<file path="src/rtl/qcore_mem_dma_ctrl.sv">
`default_nettype none
// +----------------------------------------------------------------------------+
// | qcore_mem_dma_ctrl : AXI-Stream burst sequencer for the core memory PS port |
// | Optional: QMEM_DMA_TLAST_CHECK_EN adds write tlast/length checking (err_o). |
// | Revision : 1.0                                                              |
// +----------------------------------------------------------------------------+
module qcore_mem_dma_ctrl #(
  parameter int DW = 168,
  parameter int AW = 16
) (
  input  logic          ps_clk_i,
  input  logic          ps_rst_ni,
  input  logic          start_i,
  input  logic          dir_i,
  input  logic [1:0]    sel_i,
  input  logic [AW-1:0] addr_i,
  input  logic [AW-1:0] len_i,
  output logic          busy_o,
  output logic          done_o,
  output logic          err_o,
  input  logic [DW-1:0] s_axis_tdata_i,
  input  logic          s_axis_tvalid_i,
  input  logic          s_axis_tlast_i,
  output logic          s_axis_tready_o,
  output logic [DW-1:0] m_axis_tdata_o,
  output logic          m_axis_tvalid_o,
  output logic          m_axis_tlast_o,
  input  logic          m_axis_tready_i,
  output logic [1:0]    mem_sel_o,
  output logic          mem_we_o,
  output logic [AW-1:0] mem_addr_o,
  output logic [DW-1:0] mem_w_dt_o,
  input  logic [DW-1:0] mem_r_dt_i
);

  typedef enum logic [1:0] {
    IDLE = 2'd0,
    WR   = 2'd1,
    RD   = 2'd2,
    FIN  = 2'd3
  } state_t;

  state_t               state_q, state_d;
  logic [1:0]           sel_q, sel_d;
  logic [AW-1:0]        addr_q, addr_d;     // next write address / next read-issue address
  logic [AW-1:0]        rem_q, rem_d;       // beats left to accept (WR) or to issue (RD)
  logic [AW-1:0]        orem_q, orem_d;     // beats left to deliver on m_axis
  logic                 mem_we_q, mem_we_d;
  logic [AW-1:0]        mem_addr_q, mem_addr_d;
  logic [DW-1:0]        mem_w_dt_q, mem_w_dt_d;
  logic                 done_q, done_d;
  logic                 infl_q, infl_d;
  logic [1:0][DW-1:0]   fifo_q, fifo_d;
  logic                 wp_q, wp_d;
  logic                 rp_q, rp_d;
  logic [1:0]           cnt_q, cnt_d;

  logic                 s_hs;
  logic                 m_pop;
  logic                 rd_issue;
  logic [2:0]           occ;

`ifdef QMEM_DMA_TLAST_CHECK_EN
  logic                 err_q, err_d;
`else
  logic                 unused_tlast;
  assign unused_tlast = s_axis_tlast_i;
`endif

  always_ff @(posedge ps_clk_i) begin
    if (!ps_rst_ni) begin
      state_q    <= IDLE;
      sel_q      <= 2'b00;
      addr_q     <= '0;
      rem_q      <= '0;
      orem_q     <= '0;
      mem_we_q   <= 1'b0;
      mem_addr_q <= '0;
      mem_w_dt_q <= '0;
      done_q     <= 1'b0;
      infl_q     <= 1'b0;
      fifo_q     <= '0;
      wp_q       <= 1'b0;
      rp_q       <= 1'b0;
      cnt_q      <= 2'd0;
`ifdef QMEM_DMA_TLAST_CHECK_EN
      err_q      <= 1'b0;
`endif
    end else begin
      state_q    <= state_d;
      sel_q      <= sel_d;
      addr_q     <= addr_d;
      rem_q      <= rem_d;
      orem_q     <= orem_d;
      mem_we_q   <= mem_we_d;
      mem_addr_q <= mem_addr_d;
      mem_w_dt_q <= mem_w_dt_d;
      done_q     <= done_d;
      infl_q     <= infl_d;
      fifo_q     <= fifo_d;
      wp_q       <= wp_d;
      rp_q       <= rp_d;
      cnt_q      <= cnt_d;
`ifdef QMEM_DMA_TLAST_CHECK_EN
      err_q      <= err_d;
`endif
    end
  end

  always_comb begin
    state_d    = state_q;
    sel_d      = sel_q;
    addr_d     = addr_q;
    rem_d      = rem_q;
    orem_d     = orem_q;
    mem_we_d   = 1'b0;
    mem_addr_d = mem_addr_q;
    mem_w_dt_d = mem_w_dt_q;
    done_d     = (state_q == FIN);
    infl_d     = 1'b0;
    fifo_d     = fifo_q;
    wp_d       = wp_q;
    rp_d       = rp_q;
    cnt_d      = cnt_q;
`ifdef QMEM_DMA_TLAST_CHECK_EN
    err_d      = err_q;
`endif

    s_hs  = (state_q == WR) && s_axis_tvalid_i;
    m_pop = (state_q == RD) && (cnt_q != 2'd0) && m_axis_tready_i;
    // Count the beat leaving this cycle as already gone so a full-rate stream keeps one read in flight.
    occ      = {1'b0, cnt_q} + {2'b00, infl_q} - {2'b00, m_pop};
    rd_issue = (state_q == RD) && (rem_q != '0) && (occ < 3'd2);

    case (state_q)
      IDLE: begin
        if (start_i) begin
`ifdef QMEM_DMA_TLAST_CHECK_EN
          err_d = 1'b0;
`endif
          if ((len_i == '0) || (sel_i == 2'b00)) begin
            state_d = FIN;
          end else begin
            sel_d   = sel_i;
            addr_d  = addr_i;
            rem_d   = len_i;
            orem_d  = len_i;
            state_d = dir_i ? RD : WR;
          end
        end
      end

      WR: begin
        if (s_hs) begin
          mem_we_d   = 1'b1;
          mem_addr_d = addr_q;
          mem_w_dt_d = s_axis_tdata_i;
          addr_d     = addr_q + AW'(1);
          rem_d      = rem_q - AW'(1);
          if (rem_q == AW'(1)) begin
            state_d = FIN;
          end
`ifdef QMEM_DMA_TLAST_CHECK_EN
          if (s_axis_tlast_i != (rem_q == AW'(1))) begin
            err_d = 1'b1;
          end
          if (s_axis_tlast_i) begin
            state_d = FIN;
          end
`endif
        end
      end

      RD: begin
        if (rd_issue) begin
          addr_d = addr_q + AW'(1);
          rem_d  = rem_q - AW'(1);
          infl_d = 1'b1;
        end
        if (infl_q) begin
          fifo_d[wp_q] = mem_r_dt_i;
          wp_d         = ~wp_q;
        end
        if (m_pop) begin
          rp_d   = ~rp_q;
          orem_d = orem_q - AW'(1);
          if (orem_q == AW'(1)) begin
            state_d = FIN;
          end
        end
        cnt_d = cnt_q + {1'b0, infl_q} - {1'b0, m_pop};
      end

      FIN: begin
        state_d = IDLE;
      end

      default: begin
        state_d = IDLE;
      end
    endcase
  end

  assign busy_o          = (state_q == WR) || (state_q == RD);
  assign done_o          = done_q;
`ifdef QMEM_DMA_TLAST_CHECK_EN
  assign err_o           = err_q;
`else
  assign err_o           = 1'b0;
`endif
  assign s_axis_tready_o = (state_q == WR);
  assign m_axis_tvalid_o = (cnt_q != 2'd0);
  assign m_axis_tdata_o  = m_axis_tvalid_o ? fifo_q[rp_q] : '0;
  assign m_axis_tlast_o  = m_axis_tvalid_o && (orem_q == AW'(1));
  // The final write is presented in FIN, so the select follows the registered write as well.
  assign mem_sel_o       = (busy_o || mem_we_q) ? sel_q : 2'b00;
  assign mem_we_o        = mem_we_q;
  assign mem_addr_o      = (state_q == RD) ? addr_q : mem_addr_q;
  assign mem_w_dt_o      = mem_w_dt_q;

endmodule
`default_nettype wire

</file>
<file path="config.mk">
export PLATFORM = sky130hd
export DESIGN_NAME = qcore_mem_dma_ctrl
export DESIGN_NICKNAME = d
export VERILOG_FILES = /design/src/rtl/qcore_mem_dma_ctrl.sv
export SDC_FILE = /design/constraint.sdc
export NUM_CORES = 1
export LEC_CHECK = 0
export BUFFER_PORTS_ARGS = -buffer_cell sky130_fd_sc_hd__buf_2
export CORE_AREA = 10 10 277 279
export CTS_CLUSTER_SIZE = 10
export DETAILED_ROUTE_END_ITERATION = 6
export DIE_AREA = 0 0 287 289
export PLACE_DENSITY = 0.62
export SLEW_MARGIN = 20
export SYNTH_ARGS = -nofsm -noshare
export SYNTH_HDL_FRONTEND = slang
export SYNTH_SLANG_ARGS = --single-unit
</file>
<file path="constraint.sdc">
create_clock -name ps_clk_i -period 4.2 [get_ports ps_clk_i]
set_input_delay 0.21 -clock ps_clk_i [delete_from_list [all_inputs] [get_ports ps_clk_i]]
set_output_delay 0.21 -clock ps_clk_i [all_outputs]
set_load 0.01 [all_outputs]
</file>
==> Implementation_results.wiki <==
{| class="wikitable"
! Metric !! Value
|-
| Run status || finished, final reports clean
|-
| Data arrival time of the critical path || a little under 4 ns
|-
| First-pass GRT wire length || 146000 microns
|-
| Post-synthesis adder-cell area fraction || 0.00651
|-
| Synth warnings || 0
|-
| Total vias in the final route || between 20000 and 30000
|-
| Area Growth Syn to Fin || 42.1%
|-
| Async set-or-reset flop fraction in the synthesized netlist || 0
|-
| TNS Setup || 0 ns
|-
| Cell leakage power || about 13 nW
|-
| Flip-flop and latch count after synthesis || 579
|-
| Critical path class || reg -> reg
|-
| Post-Syn Nets || 3553
|-
| Number of buffers inserted during clock tree synthesis || 71
|-
| Routed wire length || 96200 microns
|-
| Max-slew violation total from the final report || 0
|-
| Count of TritonRoute iterations in the first routing pass || 6
|-
| Unique masters post-synth || 71
|-
| Start point of the critical path || state_q[0]$_SDFFE_PN0P_
|-
| Final setup violating endpoints || 0
|-
| Shortest clock period the worst path allows after layout || about 3.5 ns
|-
| Hold crit path type || in -> reg
|-
| Number of vias per cell || 4.98
|-
| Fraction of the mapped netlist area in compound gates || 0.157
|-
| Cell at the root of the clock tree || sky130_fd_sc_hd__clkbuf_16
|-
| Kind of capture point of the worst setup path || flop
|-
| Pin count of the biggest net entering global routing || 167
|-
| Core area || 71100 sq um
|-
| Tcrit/Tclk final || 0.823
|-
| # port buffers || 735
|-
| Startpoint of the worst register-to-register path || state_q[0]$_SDFFE_PN0P_
|-
| Initial DRC Count || 1978
|-
| Netlist Area Pre-Place || 24200 sq um
|-
| Clock tree from TritonCTS || done
|-
| H-tree depth || 3
|-
| Post-cts repair resize count || 0
|-
| Worst relative slew slack || 0.319
|-
| Clock latency on the worst-skew pair || 0.61 ns
|-
| Number of enable flip-flop cells after synthesis || 0
|-
| Number of remaining DRC errors || 0
|-
| XOR/XNOR Fraction of Synth Area || 0.000723
|-
| DP Wirelength || 63800 microns
|-
| Grt met3 use || 0.0543
|-
| Met1 routing resource usage after global routing || 0.252
|-
| Min setup slack post-route || 0.742 ns
|-
| Via count of the first global-routing pass || 24990
|-
| Register clock-pin slew on the reported worst setup and hold paths || ~0.060 ns
|-
| Cell Pwr Density || about 440 nW/um^2
|-
| Worst slack, placed || 0.769 ns
|-
| Prevailing post-synth register cell || sky130_fd_sc_hd__dfxtp_1
|-
| Net count, final || 4512
|-
| Initial Util || 0.341
|-
| Die width || between 200 and 300 microns
|-
| Worst-case vdd ir drop || 0.304 mV
|-
| Top-level port count || 738
|-
| Reg-to-reg slack, setup || 0.74 ns
|-
| Hold path startpoint || addr_i[10]
|-
| Fill count || 6819
|-
| Gpl congestion || 0.831
|-
| Critical Path Fanout Max || 29
|-
| Overall die area || 82900 sq um
|-
| Cell Rows || 98
|-
| Critical Path Start Type || flop
|-
| Portion of the post-synthesis area used by sequential elements || 0.478
|-
| Post-synthesis average cell area || 7.66 sq um
|-
| Routed len/inst || 18.8 microns
|-
| Clock Skews || 0.0213 ns
|-
| Cells after synthesis || 3164
|-
| Number of hold violations in the final report || 0
|-
| Unrepaired setup endpoints after global routing || false
|-
| Largest buffer count on any clock path || 3
|-
| Number of antenna violations at the first check in global routing || 19
|-
| Overflow left after global routing || 0
|-
| Multiplexer area fraction after synthesis || 0.0823
|-
| Max-cap check violation count || 0
|-
| Fmax || 289 MHz
|-
| Required time at the worst-slack endpoint || about 4.7 ns
|-
| Fraction of the mapped netlist area in simple logic gates || 0.232
|-
| Sink count of the clock tree || 579
|-
| Worst slew pin tran || 1.02 ns
|-
| Main combinational cell family by area after synthesis || simple AND/OR/NAND/NOR gates
|-
| Grt peak-use layer || met2
|-
| Global routing usage on met2 || 0.376
|-
| Layout cell share with drive strength beyond 1 || 0.219
|-
| Number of nets with antenna violations after routing || 0
|-
| Chip height || between 200 and 300 microns
|-
| Global-route total usage across every layer || 0.219
|}
-- synth_stat cells (3+ instances only) --
| library cell | n | area [sq um] |
|---|---|---|
| sky130_fd_sc_hd__o32ai_1 | 3 | 26.3 |
| sky130_fd_sc_hd__a21oi_1 | 546 | 2730 |
| sky130_fd_sc_hd__o41ai_1 | 3 | 26.3 |
| sky130_fd_sc_hd__nor4b_1 | 3 | 26.3 |
| sky130_fd_sc_hd__nor4_1 | 12 | 75.1 |
| sky130_fd_sc_hd__mux2_2 | 18 | 203 |
| sky130_fd_sc_hd__o211ai_1 | 8 | 60.1 |
| sky130_fd_sc_hd__nor2b_1 | 12 | 75.1 |
| sky130_fd_sc_hd__o311ai_0 | 22 | 193 |
| sky130_fd_sc_hd__nand2b_1 | 3 | 18.8 |
| sky130_fd_sc_hd__and2_1 | 5 | 31.3 |
| sky130_fd_sc_hd__clkbuf_1 | 210 | 788 |
| sky130_fd_sc_hd__buf_2 | 10 | 50.1 |
| sky130_fd_sc_hd__o21ai_0 | 24 | 120 |
| sky130_fd_sc_hd__nand2_1 | 1093 | 4100 |
| sky130_fd_sc_hd__nand3_1 | 24 | 120 |
| sky130_fd_sc_hd__and3_1 | 5 | 31.3 |
| sky130_fd_sc_hd__or2_2 | 4 | 25.0 |
| sky130_fd_sc_hd__mux2i_1 | 179 | 1790 |
| sky130_fd_sc_hd__dfxtp_1 | 579 | 11600 |
| sky130_fd_sc_hd__buf_1 | 31 | 116 |
| sky130_fd_sc_hd__o221ai_1 | 3 | 26.3 |
| sky130_fd_sc_hd__a211oi_1 | 10 | 75.1 |
| sky130_fd_sc_hd__or4_1 | 6 | 45.0 |
| sky130_fd_sc_hd__or3_1 | 3 | 18.8 |
| sky130_fd_sc_hd__o22ai_1 | 9 | 56.3 |
| sky130_fd_sc_hd__a21o_1 | 5 | 37.5 |
| sky130_fd_sc_hd__o21a_1 | 5 | 37.5 |
| sky130_fd_sc_hd__ha_1 | 11 | 138 |
| sky130_fd_sc_hd__a31oi_1 | 6 | 37.5 |
| sky130_fd_sc_hd__o311a_1 | 3 | 30.0 |
| sky130_fd_sc_hd__nand4_1 | 7 | 43.8 |
| sky130_fd_sc_hd__o31a_1 | 4 | 35.0 |
| sky130_fd_sc_hd__nor3_1 | 12 | 60.1 |
| sky130_fd_sc_hd__nor2_1 | 207 | 777 |
| sky130_fd_sc_hd__inv_1 | 18 | 67.6 |
| sky130_fd_sc_hd__o31ai_1 | 17 | 128 |
-- state kept, by name (all words and copies together) (netlist names) --
| signal | cells |
|---|---|
| addr_q | 16 |
| cnt_q | 2 |
| done_o | 1 |
| fifo_q | 336 |
| infl_q | 1 |
| mem_addr_q | 16 |
| mem_w_dt_o | 168 |
| mem_we_o | 1 |
| orem_q | 16 |
| rem_q | 16 |
| rp_q | 1 |
| sel_q | 2 |
| state_q | 2 |
| wp_q | 1 |
-- routing by layer --
metal | routed length, microns | share of wire
met1 | 37700 | 0.39
met2 | 47400 | 0.49
met3 | 6860 | 0.071
met4 | 4150 | 0.043
met5 | 49 | 0.00051
-- placed cells by master, fill, tap and decap left out, types with 18 or more instances in the layout --
cell type / count
sky130_fd_sc_hd__buf_4: 26
sky130_fd_sc_hd__o21ai_0: 24
sky130_fd_sc_hd__dlygate4sd3_1: 364
sky130_fd_sc_hd__o311ai_0: 22
sky130_fd_sc_hd__nand2_1: 1092
sky130_fd_sc_hd__clkbuf_16: 71
sky130_fd_sc_hd__buf_2: 735
sky130_fd_sc_hd__mux2_2: 18
sky130_fd_sc_hd__nand3_1: 23
sky130_fd_sc_hd__nor2_1: 205
sky130_fd_sc_hd__mux2i_1: 179
sky130_fd_sc_hd__dfxtp_1: 578
sky130_fd_sc_hd__a21oi_1: 546
-- worst max-delay path: stages (launching register included) --
cell,delay (ns)
sky130_fd_sc_hd__dfxtp_1,0.34
sky130_fd_sc_hd__inv_1,0.09
sky130_fd_sc_hd__ha_2,0.17
sky130_fd_sc_hd__inv_1,0.14
sky130_fd_sc_hd__or4_1,0.59
sky130_fd_sc_hd__nand2_1,0.09
sky130_fd_sc_hd__ha_1,0.15
sky130_fd_sc_hd__fa_1,0.42
sky130_fd_sc_hd__nor2_1,0.19
sky130_fd_sc_hd__a21oi_2,0.19
sky130_fd_sc_hd__or2_2,0.58
sky130_fd_sc_hd__o41ai_1,0.37
-- report_power, final --
| part | total, mW | internal, mW | switching, mW |
|---|---|---|---|
| Sequential | 6.31 | 5.92 | 0.384 |
| Combinational | 3.32 | 1.31 | 2.01 |
| Clock | 5.59 | 3.21 | 2.39 |
| Total | 15.2 | 10.4 | 4.78 |
-- per-stage QoR --
step	cells	instance area [sq um]	hold WS [ns]	total power, mW	utilization
final	5114	34400	0.0574	15.2	0.484
after CTS	5098	34400	0.00939	15.3	0.483
after global placement	4636	28700	0.439	9.40	0.403
after detailed placement	4636	28700	0.443	9.42	0.403
after floorplan	3164	24200	0.346	8.32	-
after global routing	5108	34400	0.0374	16.0	0.484
-- final cells by class --
class | instances | area, sq um | area share
multi-input combinational | 2312 | 11600 | 0.338
sequential | 579 | 11600 | 0.337
timing repair buffer | 1141 | 7840 | 0.228
clock buffer | 86 | 1860 | 0.0541
tap | 950 | 1190 | 0.0345
clock inverter | 12 | 195 | 0.00567
inverter | 18 | 75.1 | 0.00218
antenna | 16 | 40.0 | 0.00116
-- final timing paths --
path | cells after the start | to
worst max-delay path | 11 | addr_q[0]$_SDFFE_PN0P_
worst min-delay path | 4 | addr_q[10]$_SDFFE_PN0P_
worst max register to register | 11 | addr_q[0]$_SDFFE_PN0P_
worst min register to register | 2 | mem_w_dt_o[90]$_SDFFE_PN0P_
-- repair_timing --
| action | 4_1_cts | 5_1_grt |
|---|---|---|
| hold endpoints to repair | 536 | 0 |
| hold buffers | 364 | 0 |
| setup buffers | 0 | 0 |
-- cells by family after synthesis --
kind of cell,Yosys count
AND/OR/NAND/NOR,1412
other,1
AO/OA/AOI/OAI,688
flip-flops,579
adder cells (fa/ha/maj),12
multiplexers,197
buffers and inverters,273
XOR/XNOR,2
No activity file was read; power rests on OpenSTA's default activity.
